[src/rtl/rv_pkg.sv]
// Shared RV core definitions: datapath width, ALU opcodes, operand select codes
// and the ID/EX pipeline register payload.
package rv_pkg;

    localparam int unsigned XLEN     = 32;
    localparam int unsigned REG_W    = 5;
    localparam int unsigned ALU_OP_W = 5;
    localparam int unsigned SEL_W    = 2;
    localparam int unsigned FUNCT3_W = 3;

    localparam logic [ALU_OP_W-1:0] ALU_ADD    = 5'b00000;
    localparam logic [ALU_OP_W-1:0] ALU_SUB    = 5'b00001;
    localparam logic [ALU_OP_W-1:0] ALU_SLL    = 5'b00010;
    localparam logic [ALU_OP_W-1:0] ALU_SLT    = 5'b00011;
    localparam logic [ALU_OP_W-1:0] ALU_SLTU   = 5'b00100;
    localparam logic [ALU_OP_W-1:0] ALU_XOR    = 5'b00101;
    localparam logic [ALU_OP_W-1:0] ALU_SRL    = 5'b00110;
    localparam logic [ALU_OP_W-1:0] ALU_SRA    = 5'b00111;
    localparam logic [ALU_OP_W-1:0] ALU_OR     = 5'b01000;
    localparam logic [ALU_OP_W-1:0] ALU_AND    = 5'b01001;
    localparam logic [ALU_OP_W-1:0] ALU_MUL    = 5'b01010;
    localparam logic [ALU_OP_W-1:0] ALU_MULH   = 5'b01011;
    localparam logic [ALU_OP_W-1:0] ALU_MULHSU = 5'b01100;
    localparam logic [ALU_OP_W-1:0] ALU_MULHU  = 5'b01101;
    localparam logic [ALU_OP_W-1:0] ALU_DIV    = 5'b01110;
    localparam logic [ALU_OP_W-1:0] ALU_DIVU   = 5'b01111;
    localparam logic [ALU_OP_W-1:0] ALU_REM    = 5'b10000;
    localparam logic [ALU_OP_W-1:0] ALU_REMU   = 5'b10001;
    localparam logic [ALU_OP_W-1:0] ALU_SRC1   = 5'b10010;

    localparam logic [SEL_W-1:0] SRC0_RS1  = 2'b00;
    localparam logic [SEL_W-1:0] SRC0_PC   = 2'b01;
    localparam logic [SEL_W-1:0] SRC0_ZERO = 2'b10;
    localparam logic [SEL_W-1:0] SRC1_RS2  = 2'b00;
    localparam logic [SEL_W-1:0] SRC1_IMM  = 2'b01;
    localparam logic [SEL_W-1:0] SRC1_FOUR = 2'b10;

    typedef struct packed {
        logic                valid;
        logic [XLEN-1:0]     pc;
        logic [XLEN-1:0]     rs1_data;
        logic [XLEN-1:0]     rs2_data;
        logic [XLEN-1:0]     imm;
        logic [REG_W-1:0]    rs1;
        logic [REG_W-1:0]    rs2;
        logic [REG_W-1:0]    rd;
        logic [ALU_OP_W-1:0] alu_op;
        logic [SEL_W-1:0]    src0_sel;
        logic [SEL_W-1:0]    src1_sel;
        logic                reg_we;
        logic                mem_re;
        logic                mem_we;
        logic [FUNCT3_W-1:0] funct3;
    } id_ex_t;

endpackage

[src/rtl/fwd_mux.sv]
// Operand bypass: picks the youngest in-flight producer of a register (MEM over WB),
// never bypassing x0.
module fwd_mux
    import rv_pkg::*;
(
    input  logic [REG_W-1:0] rs,
    input  logic [XLEN-1:0]  rs_data,
    input  logic             mem_we,
    input  logic [REG_W-1:0] mem_rd,
    input  logic [XLEN-1:0]  mem_data,
    input  logic             wb_we,
    input  logic [REG_W-1:0] wb_rd,
    input  logic [XLEN-1:0]  wb_data,
    output logic [XLEN-1:0]  fwd_data
);

    always_comb begin
        fwd_data = rs_data;
        if (rs != '0 && mem_we && mem_rd == rs) begin
            fwd_data = mem_data;
        end else if (rs != '0 && wb_we && wb_rd == rs) begin
            fwd_data = wb_data;
        end
    end

endmodule

[src/rtl/id_ex_stage.sv]
// ID/EX pipeline register with ALU operand selection and load-use/RAW hazard stall.
// Define FWD_EN to enable MEM/WB forwarding; otherwise any RAW hazard stalls decode.
module id_ex_stage
    import rv_pkg::*;
(
    input  logic                clk,
    input  logic                rst,
    input  logic                stall,
    input  logic                flush,
    input  logic                id_valid,
    input  logic [XLEN-1:0]     id_pc,
    input  logic [XLEN-1:0]     id_rs1_data,
    input  logic [XLEN-1:0]     id_rs2_data,
    input  logic [XLEN-1:0]     id_imm,
    input  logic [REG_W-1:0]    id_rs1,
    input  logic [REG_W-1:0]    id_rs2,
    input  logic [REG_W-1:0]    id_rd,
    input  logic [ALU_OP_W-1:0] id_alu_op,
    input  logic [SEL_W-1:0]    id_src0_sel,
    input  logic [SEL_W-1:0]    id_src1_sel,
    input  logic                id_reg_we,
    input  logic                id_mem_re,
    input  logic                id_mem_we,
    input  logic [FUNCT3_W-1:0] id_funct3,
    input  logic                mem_fwd_we,
    input  logic [REG_W-1:0]    mem_fwd_rd,
    input  logic [XLEN-1:0]     mem_fwd_data,
    input  logic                wb_fwd_we,
    input  logic [REG_W-1:0]    wb_fwd_rd,
    input  logic [XLEN-1:0]     wb_fwd_data,
    output logic [XLEN-1:0]     alu_src0,
    output logic [XLEN-1:0]     alu_src1,
    output logic [ALU_OP_W-1:0] alu_op,
    output logic                ex_valid,
    output logic                ex_reg_we,
    output logic                ex_mem_re,
    output logic                ex_mem_we,
    output logic [REG_W-1:0]    ex_rd,
    output logic [FUNCT3_W-1:0] ex_funct3,
    output logic [XLEN-1:0]     ex_pc,
    output logic [XLEN-1:0]     ex_store_data,
    output logic                load_use_stall
);

    id_ex_t          ex_q;
    id_ex_t          ex_d;
    id_ex_t          cap;
    logic [XLEN-1:0] rs1_fwd;
    logic [XLEN-1:0] rs2_fwd;

    // Decode slot payload; control bits are qualified so an invalid slot has no side effects
    always_comb begin
        cap          = '0;
        cap.valid    = id_valid;
        cap.pc       = id_pc;
        cap.rs1_data = id_rs1_data;
        cap.rs2_data = id_rs2_data;
        cap.imm      = id_imm;
        cap.rs1      = id_rs1;
        cap.rs2      = id_rs2;
        cap.rd       = id_rd;
        cap.alu_op   = id_alu_op;
        cap.src0_sel = id_src0_sel;
        cap.src1_sel = id_src1_sel;
        cap.reg_we   = id_reg_we & id_valid;
        cap.mem_re   = id_mem_re & id_valid;
        cap.mem_we   = id_mem_we & id_valid;
        cap.funct3   = id_funct3;
    end

    always_comb begin
        ex_d = ex_q;
        if (flush) begin
            ex_d = '0;
        end else if (stall) begin
            ex_d = ex_q;
        end else if (load_use_stall) begin
            ex_d = '0;
        end else begin
            ex_d = cap;
        end
    end

    always_ff @(posedge clk) begin
        if (rst) begin
            ex_q <= '0;
        end else begin
            ex_q <= ex_d;
        end
    end

`ifdef FWD_EN
    fwd_mux u_fwd_rs1 (
        .rs       (ex_q.rs1),
        .rs_data  (ex_q.rs1_data),
        .mem_we   (mem_fwd_we),
        .mem_rd   (mem_fwd_rd),
        .mem_data (mem_fwd_data),
        .wb_we    (wb_fwd_we),
        .wb_rd    (wb_fwd_rd),
        .wb_data  (wb_fwd_data),
        .fwd_data (rs1_fwd)
    );

    fwd_mux u_fwd_rs2 (
        .rs       (ex_q.rs2),
        .rs_data  (ex_q.rs2_data),
        .mem_we   (mem_fwd_we),
        .mem_rd   (mem_fwd_rd),
        .mem_data (mem_fwd_data),
        .wb_we    (wb_fwd_we),
        .wb_rd    (wb_fwd_rd),
        .wb_data  (wb_fwd_data),
        .fwd_data (rs2_fwd)
    );

    // Only a load in EX cannot be bypassed in time
    assign load_use_stall = id_valid & ex_q.valid & ex_q.mem_re & (ex_q.rd != '0)
                          & ((ex_q.rd == id_rs1) | (ex_q.rd == id_rs2));
`else
    logic rs1_hit;
    logic rs2_hit;
    logic unused_fwd;

    assign rs1_fwd = ex_q.rs1_data;
    assign rs2_fwd = ex_q.rs2_data;

    // WB needs no stall: the register file is write-first
    assign rs1_hit = (id_rs1 != '0)
                   & ((ex_q.valid & ex_q.reg_we & (ex_q.rd == id_rs1))
                   | (mem_fwd_we & (mem_fwd_rd == id_rs1)));
    assign rs2_hit = (id_rs2 != '0)
                   & ((ex_q.valid & ex_q.reg_we & (ex_q.rd == id_rs2))
                   | (mem_fwd_we & (mem_fwd_rd == id_rs2)));
    assign load_use_stall = id_valid & (rs1_hit | rs2_hit);

    assign unused_fwd = ^{wb_fwd_we, wb_fwd_rd, wb_fwd_data, mem_fwd_data, ex_q.rs1, ex_q.rs2};
`endif

    always_comb begin
        alu_src0 = '0;
        case (ex_q.src0_sel)
            SRC0_RS1: alu_src0 = rs1_fwd;
            SRC0_PC:  alu_src0 = ex_q.pc;
            default:  alu_src0 = '0;
        endcase
    end

    always_comb begin
        alu_src1 = '0;
        case (ex_q.src1_sel)
            SRC1_RS2:  alu_src1 = rs2_fwd;
            SRC1_IMM:  alu_src1 = ex_q.imm;
            SRC1_FOUR: alu_src1 = XLEN'(4);
            default:   alu_src1 = '0;
        endcase
    end

    assign alu_op        = ex_q.alu_op;
    assign ex_valid      = ex_q.valid;
    assign ex_reg_we     = ex_q.reg_we;
    assign ex_mem_re     = ex_q.mem_re;
    assign ex_mem_we     = ex_q.mem_we;
    assign ex_rd         = ex_q.rd;
    assign ex_funct3     = ex_q.funct3;
    assign ex_pc         = ex_q.pc;
    assign ex_store_data = rs2_fwd;

endmodule
[config.mk]
export PLATFORM = sky130hd
export DESIGN_NAME = id_ex_stage
export DESIGN_NICKNAME = d
export VERILOG_FILES = /design/src/rtl/rv_pkg.sv /design/src/rtl/fwd_mux.sv /design/src/rtl/id_ex_stage.sv
export SDC_FILE = /design/constraint.sdc
export NUM_CORES = 1
export LEC_CHECK = 0
export ABC_AREA = 1
export BUFFER_PORTS_ARGS = -buffer_cell sky130_fd_sc_hd__buf_2
export CORE_MARGIN = 3
export CORE_UTILIZATION = 30
export DETAILED_ROUTE_END_ITERATION = 7
export PLACE_DENSITY = 0.66
export SLEW_MARGIN = 40
export SYNTH_ARGS = -nofsm -noshare
export SYNTH_HDL_FRONTEND = slang
export SYNTH_SLANG_ARGS = --single-unit
[constraint.sdc]
create_clock -name clk -period 1.8 [get_ports clk]
set_clock_uncertainty 0.05 [all_clocks]
set_input_delay 0.09 -clock clk [delete_from_list [all_inputs] [get_ports clk]]
set_output_delay 0.09 -clock clk [all_outputs]
set_load 0.05 [all_outputs]
==> results.toml, run 1 <==
[outcome]
status = "finished with violations"
violations = "negative setup slack"

[finish]
fin_nets = 1971
layout-drive-gt1-share_pct = 35.6
area_growth_pct = 39.1
nFillCells = 2938
fin_area_um2 = 12900
final_core_util_pct = 42.8
seq_area_um2 = 3000
multiInputGateArea_um2 = 4200

[critical_path]
crit_chain = "inv_2 -> nand2_1 -> nand2_1 -> nor2_1 -> nand3_1 -> nand2_1 -> nand2_2 -> nand2_4 -> nand2_8 -> clkinvlp_4 -> buf_8"
cp_slowest_cell = "dfxtp_4"
ff2ff_path_depth = 13
crit_top_cell = "nand2_1"
crit_buf_inv = 3
path_class = "flip-flop to output port"
critPathLaunchType = "flip-flop"
cpPeakStageDelay_ns = 0.36
cp_data_required_time_ns = 1.66
worstPathMaxFanout = 4
crit_cells = 11
cp_top_family = "simple AND/OR/NAND/NOR gates"
crit_arrival_ns = 1.70
crit_path_end_kind = "output port"

[drt]
drt-pass1-iter-count = 6
via_count = 9743
ant_nets = 0
drcViolationCount = 0
wl_mm = 31.4
drt_iter0_markers = 475
via_per_inst = 4.56
wl_per_cell_um = 14.7

[timing]
finalSetupViolCount = 1
drv_slew = 0
fin_crit_ns = 1.84
max_clock_freq_ghz = 0.545
rsz0062_at_grt = "true"
hold_violations = 0
relSlewSlack_pct = 66.2
worst_slack_ns = -0.0352
fin_crit_sh_pct = 102
tightest_slew_ns = 0.506

[clock_network]
cts.sinks = 149
clkSlewWorstSetupHoldPaths_ns = 0.07
cts_tree = "built"
worstSkewPairLatency_ns = 0.43
root_buffer = "clkbuf_16"
cts_buffers = 17
htree_levels = 4
clockBufferDepth = 2

[placement]
gp_congestion = 0.902
placed_area_um2 = 10500
port_buffers = 314
hpwl_mm = 19.6

[floorplan]
die_h_um = 182
die_x_um = 182
rows = 63
die_area_um2 = 33000
core_um2 = 30000
start_util_pct = 30.8
pin_count = 385

[grt]
grt_max_degree = 67
first_global_vias = 9565
busiest_layer = "met2"
grt_util_met1_pct = 20.8
grt_use_met2_pct = 30.6
grt_pass1_wl_mm = 48.0
met3_usage_pct = 3.31
grt_use_total_pct = 17.6
antenna_found_initial = 2
grt-ovfl-total = 0

[synth]
yosysMostFrequentCell = "nand2_1"
yosys.area.top_type = "dfxtp_1"
ys_seq_area_share_pct = 32.2
synth-async-reset-ratio_pct = 0
syn-instance-count = 1360
ys_warn_count = 0
synthTopCellsByCount = "nand2_1 (294), inv_1 (196), nor2_1 (160), dfxtp_1 (149), nand3_1 (102)"
avgSynthCellArea_um2 = 6.80
synth_top_area_share_pct = 32.2
synth_edf_count = 0
ys_dominant_reg_cell = "dfxtp_1"
synth-seq-cells = 149
yosys.cell_types.count = 24
syn_nets = 1599
synth_area_leaders = "dfxtp_1 (32%), nand2_1 (12%), a21oi_2 (9.5%), inv_1 (8.0%), buf_4 (6.5%)"
netlist_area_um2 = 9250

[power]
pwr-share-seq_pct = 38.7
intPower_mw = 6.24
swShare_pct = 30.7
power_frac_clock_pct = 39.9
switchingPower_mw = 2.76
p_leak_nw = 6.25
pwr-share-comb_pct = 21.5
power.density_nw_per_um2 = 700
ir_worst_vdd_mv = 0.532

[flow_run]
maxCapViolCount = 0

[min_path]
hp-class = "input port to flip-flop"
hold_path_depth = 5
==> sequential cells by signal (all words and copies together), names as in the netlist <==
signal,count
ex_q,36
ex_pc,32
ex_store_data,32
rs1_fwd,32
alu_op,5
ex_rd,5
ex_funct3,3
ex_mem_re,1
ex_mem_we,1
ex_reg_we,1
ex_valid,1
==> cell families after synthesis <==
kind of cell / count (synthesis) / synth area share [%]
DFF: 149 / 32.2
and+or+nand+nor: 660 / 31.0
buffers and inverters: 369 / 22.8
AOI/OAI and AO/OA: 182 / 13.9
==> timing repair <==
item                       in CTS  in global routing
hold endpoints to repair      148                  0
hold buffers                  148                  0
setup endpoints to repair      39                182
pin swaps                       3                  8
setup buffers                   4                  1
gates cloned                    0                  7
gates resized for setup        39                 48
==> metal layers <==
metal | part of all wire, % | up-vias
met3 | 6.0 | 97
li1 | - | 4794
met1 | 41 | 4434
met2 | 49 | 418
met5 | 0 | -
met4 | 4.3 | 0
==> area by class of cell <==
type,count,area share [%]
flip-flops and latches,149,23.3
multi-input cells,844,32.6
repair buffers,517,29.8
diodes,2,0.0389
clock buffers,19,3.44
well taps,390,3.79
clock inverters,13,1.04
inverters,203,5.97
==> placed cells by master (no fill, tap or decap), drive strengths merged <==
master | synthesis | layout
a21oi | 149 | 149
buf | 101 | 353
bufinv | 0 | 2
clkbuf | 44 | 35
clkinv | 0 | 5
clkinvlp | 0 | 7
dfxtp | 149 | 149
diode | 0 | 2
dlygate4sd3 | 0 | 148
inv | 203 | 202
nand2 | 389 | 389
nand3 | 102 | 102
nand4 | 3 | 3
nor2 | 162 | 162
nor3 | 2 | 2
o21ai | 33 | 33
or2 | 2 | 4
==> through the flow <==
step           power, mW  TNS, ns  std cells  hold WS, ns  setup WS, ns
6_report            9.00  -0.0352       2137       0.0402       -0.0352
5_1_grt             9.38    -1.44       2137       0.0465        -0.130
4_1_cts             9.02   -0.356       2127       0.0170       -0.0536
3_5_place_dp        5.14        0       1943        0.331       0.00162
3_3_place_gp        5.13        0       1943        0.325        0.0128
2_1_floorplan       4.75   -10.12       1360        0.203        -0.327
==> worst reg2reg max path, cell delays in order (launching register included) <==
cell	delay (ns)
dfxtp_4	0.36
inv_2	0.04
nand2_1	0.05
nand2_1	0.05
nor2_1	0.12
nand3_1	0.09
nand2_1	0.09
nand2_2	0.08
nand2_4	0.09
nand2_8	0.07
buf_4	0.20
buf_16	0.19
nand2_2	0.10
a21oi_2	0.06
==> path summary, 6_finish.rpt <==
path / start / to / slack [ns]
worst max-delay path: ex_rd[3] / load_use_stall / -0.04
worst min register to register: rs1_fwd[12] / rs1_fwd[12] / 0.42
worst max register to register: ex_rd[3] / ex_store_data[13] / 0.05
worst min-delay path: id_valid / ex_valid / 0.04
==> power groups by stage <==
stage               registers, mW  clock network [mW]  logic, mW
CTS                          3.48                3.67       1.87
global placement             3.55                   0       1.58
floorplan                    3.54                   0       1.21
finish                       3.48                3.59       1.93
detailed placement           3.55                   0       1.59
global route                 3.49                3.80       2.09
No activity file was read; power rests on OpenSTA's default activity.
==> run 2, diff against run 1 <==
--- a/config.mk
+++ b/config.mk
@@ -5,12 +5,11 @@
 export SDC_FILE = /design/constraint.sdc
 export NUM_CORES = 1
 export LEC_CHECK = 0
-export ABC_AREA = 1
 export BUFFER_PORTS_ARGS = -buffer_cell sky130_fd_sc_hd__buf_2
 export CORE_MARGIN = 3
 export CORE_UTILIZATION = 30
 export DETAILED_ROUTE_END_ITERATION = 7
-export PLACE_DENSITY = 0.66
+export PLACE_DENSITY = 0.7
 export SLEW_MARGIN = 40
 export SYNTH_ARGS = -nofsm -noshare
 export SYNTH_HDL_FRONTEND = slang
==> results.toml, run 2 <==
[critical_path]
reg2reg_slack_ns = -0.11
critPathLaunchType = "input port"
r2r_end = "ex_store_data[13]"
cp_slowest_cell = "or4_1"
path_class = "input port to output port"
crit_path_end = "load_use_stall"
cpPeakStageDelay_ns = 0.53
crit_path_end_kind = "output port"
crit_cells = 7
cp_top_family = "simple AND/OR/NAND/NOR gates"
ff2ff_path_depth = 8
crit_chain = "buf_2 -> or4_1 -> nor2_1 -> nor3_1 -> o41a_2 -> buf_6 -> buf_8"
crit_arrival_ns = 1.78
r2r-start = "ex_rd[2]"
critPathLaunch = "id_rs1[1]"
cp_data_required_time_ns = 1.66
crit_buf_inv = 3
worstPathMaxFanout = 3

[clock_network]
cts.sinks = 149
worstSkewPairLatency_ns = 0.41
root_buffer = "clkbuf_16"
cts_tree = "built"
cts_buffers = 17
htree_levels = 4
clkSlewWorstSetupHoldPaths_ns = 0.06
clockBufferDepth = 2

[grt]
grt_max_degree = 81
grt-ovfl-total = 0
first_global_vias = 7575
met3_usage_pct = 5.72
grt_pass1_wl_mm = 38.0
busiest_layer = "met2"
grt_use_total_pct = 19.2
grt_util_met1_pct = 21.6
grt_use_met2_pct = 33.2
antenna_found_initial = 0

[flow_run]
maxCapViolCount = 0

[finish]
fin_area_um2 = 11100
regMostFlops = "ex_q"
stdcell_count = 1592
layout-drive-gt1-share_pct = 37.6
antenna_cells = 0
area_growth_pct = 61.1
largest_register_ffs = 36
nFillCells = 1986
final_cell_mix = "buf_2 (312), nand2_1 (298), dlygate4sd3_1 (151)"
mostFrequentLayoutCell = "buf_2"
fin_nets = 1538

[min_path]
hold_start = "stall"
hp-class = "input port to flip-flop"

[power]
p_leak_nw = 4.87
power.density_nw_per_um2 = 786
ir_worst_vdd_mv = 0.496

[synth]
netlist_area_um2 = 6860
ys_warn_count = 0
yosysMostFrequentCell = "nand2_1"
synth_edf_count = 0
avgSynthCellArea_um2 = 7.58
yosys.area_share.xor_xnor_pct = 2.55
synth-async-reset-ratio_pct = 0
yosys.cell_types.count = 20
synth_simple_gate_area_share_pct = 21.5
synth_mux_area_share_pct = 9.19
synth_top_family_by_area = "simple AND/OR/NAND/NOR gates"
synthTopCellsByCount = "nand2_1 (298), dfxtp_1 (149), o21ai_1 (139), buf_4 (77), nor2_1 (65)"
synth-seq-cells = 149
yosys.area.top_type = "dfxtp_1"
ys_seq_area_share_pct = 43.5
ys_dominant_reg_cell = "dfxtp_1"
synthAdderAreaFrac_pct = 0
synth_compound_area_share_pct = 11.1
syn-instance-count = 905
syn_nets = 1144
synth_top_area_share_pct = 43.5
synth_area_leaders = "dfxtp_1 (43%), nand2_1 (16%), o21ai_1 (10%), mux2i_1 (9.2%), buf_4 (8.4%)"

[drt]
via_per_inst = 4.82
wl_mm = 26.4
wl_per_cell_um = 16.6
via_count = 7671
ant_nets = 0
drcViolationCount = 0
drt_iter0_markers = 617
drt-pass1-iter-count = 6

[floorplan]
start_util_pct = 31.0
die_x_um = 157
core_um2 = 22200
rows = 54
pin_count = 385
die_h_um = 157
die_area_um2 = 24700

[timing]
drv_slew = 0
finalSetupViolCount = 143
tightest_slew_ns = 0.445
hold_violations = 0
rsz0062_at_grt = "true"
fin_crit_sh_pct = 106
worst_slack_ns = -0.116
hold_ws_ns = 0.182
relSlewSlack_pct = 70.2
fin_crit_ns = 1.92
max_clock_freq_ghz = 0.522

[outcome]
violations = "negative setup slack"
status = "finished with violations"

[placement]
port_buffers = 314
dp_slack_ns = -0.278
dpl.cell_count = 1389
hpwl_mm = 15.1
placed_area_um2 = 8450
gp_congestion = 0.865
==> run 2: cell types whose count changed after synthesis, sizes merged, moves of 5 or more <==
cell         before  now
dlygate4sd1      20    0
nand2           389  298
nand3           102    3
mux2i             0   63
inv             203    0
xnor2             0   18
nor2            162   65
clkbuf           44   49
buf             101   92
o21ai            33  149
a21oi           149    1
==> run 2: tightest hold or removal path, cell delays in order <==
cell,delay [ns]
buf_2,0.10
nor3_2,0.06
buf_4,0.20
nand2_1,0.09
o21ai_1,0.05
==> run 2: through the flow <==
step / power, mW / util (%) / setup TNS, ns
6_report: 8.69 / 49.9 / -6.12
5_1_grt: 9.01 / 49.9 / -20.43
4_1_cts: 8.70 / 48.3 / -5.75
3_5_place_dp: 4.75 / 38.1 / -34.62
3_3_place_gp: 4.74 / 38.1 / -32.09
2_1_floorplan: 4.37 / - / 0
==> run 2: layout make-up <==
type / count / area (um2) / area share (%)
Clock inverter: 14 / 166 / 1.51
Sequential cell: 149 / 3000 / 27.2
Multi-Input combinational cell: 615 / 3330 / 30.1
Tap cell: 280 / 350 / 3.17
Clock buffer: 18 / 429 / 3.88
Timing Repair Buffer: 516 / 3770 / 34.1
==> run 2: metal layers <==
metal	wire length (um)	part of all wire, %	vias to the layer above
met2	12600	48	477
met5	0	0	-
met4	967	3.7	0
li1	-	-	3644
met1	10500	40	3475
met3	2390	9.1	75
==> run 2: worst min-delay path by stage <==
stage	to	slack (ns)	depth (start not counted)
floorplan	ex_valid	0.17	2
global placement	ex_q[7]	0.28	3
detailed placement	ex_store_data[10]	0.28	3
CTS	ex_pc[24]	0.14	5
global route	ex_pc[24]	0.18	5
finish	ex_pc[19]	0.18	5
==> run 2: power breakdown <==
group          switching [mW]  internal (mW)  leakage (nW)
clock                    1.58           2.09         0.294
combinational           0.883          0.636          3.35
sequential             0.0914           3.41          1.22
total                    2.55           6.14          4.87
==> run 2: kinds of logic (layout without fill, tap and decap cells) <==
| family | count (synthesis) | count (layout) |
|---|---|---|
| and+or+nand+nor | 381 | 381 |
| xor gates and xnor gates | 20 | 20 |
| DFF | 149 | 149 |
| buffers and inverters | 141 | 548 |
| AOI/OAI and AO/OA | 151 | 151 |
| muxes | 63 | 63 |
==> run 2: timing repair <==
action | CTS | global route
cloned | 2 | 8
setup endpoints to repair | 195 | 160
gates resized for setup | 15 | 44
setup buffers | 3 | 7
hold buffers | 151 | 0
hold endpoints to repair | 149 | 0
pin swaps | 2 | 0
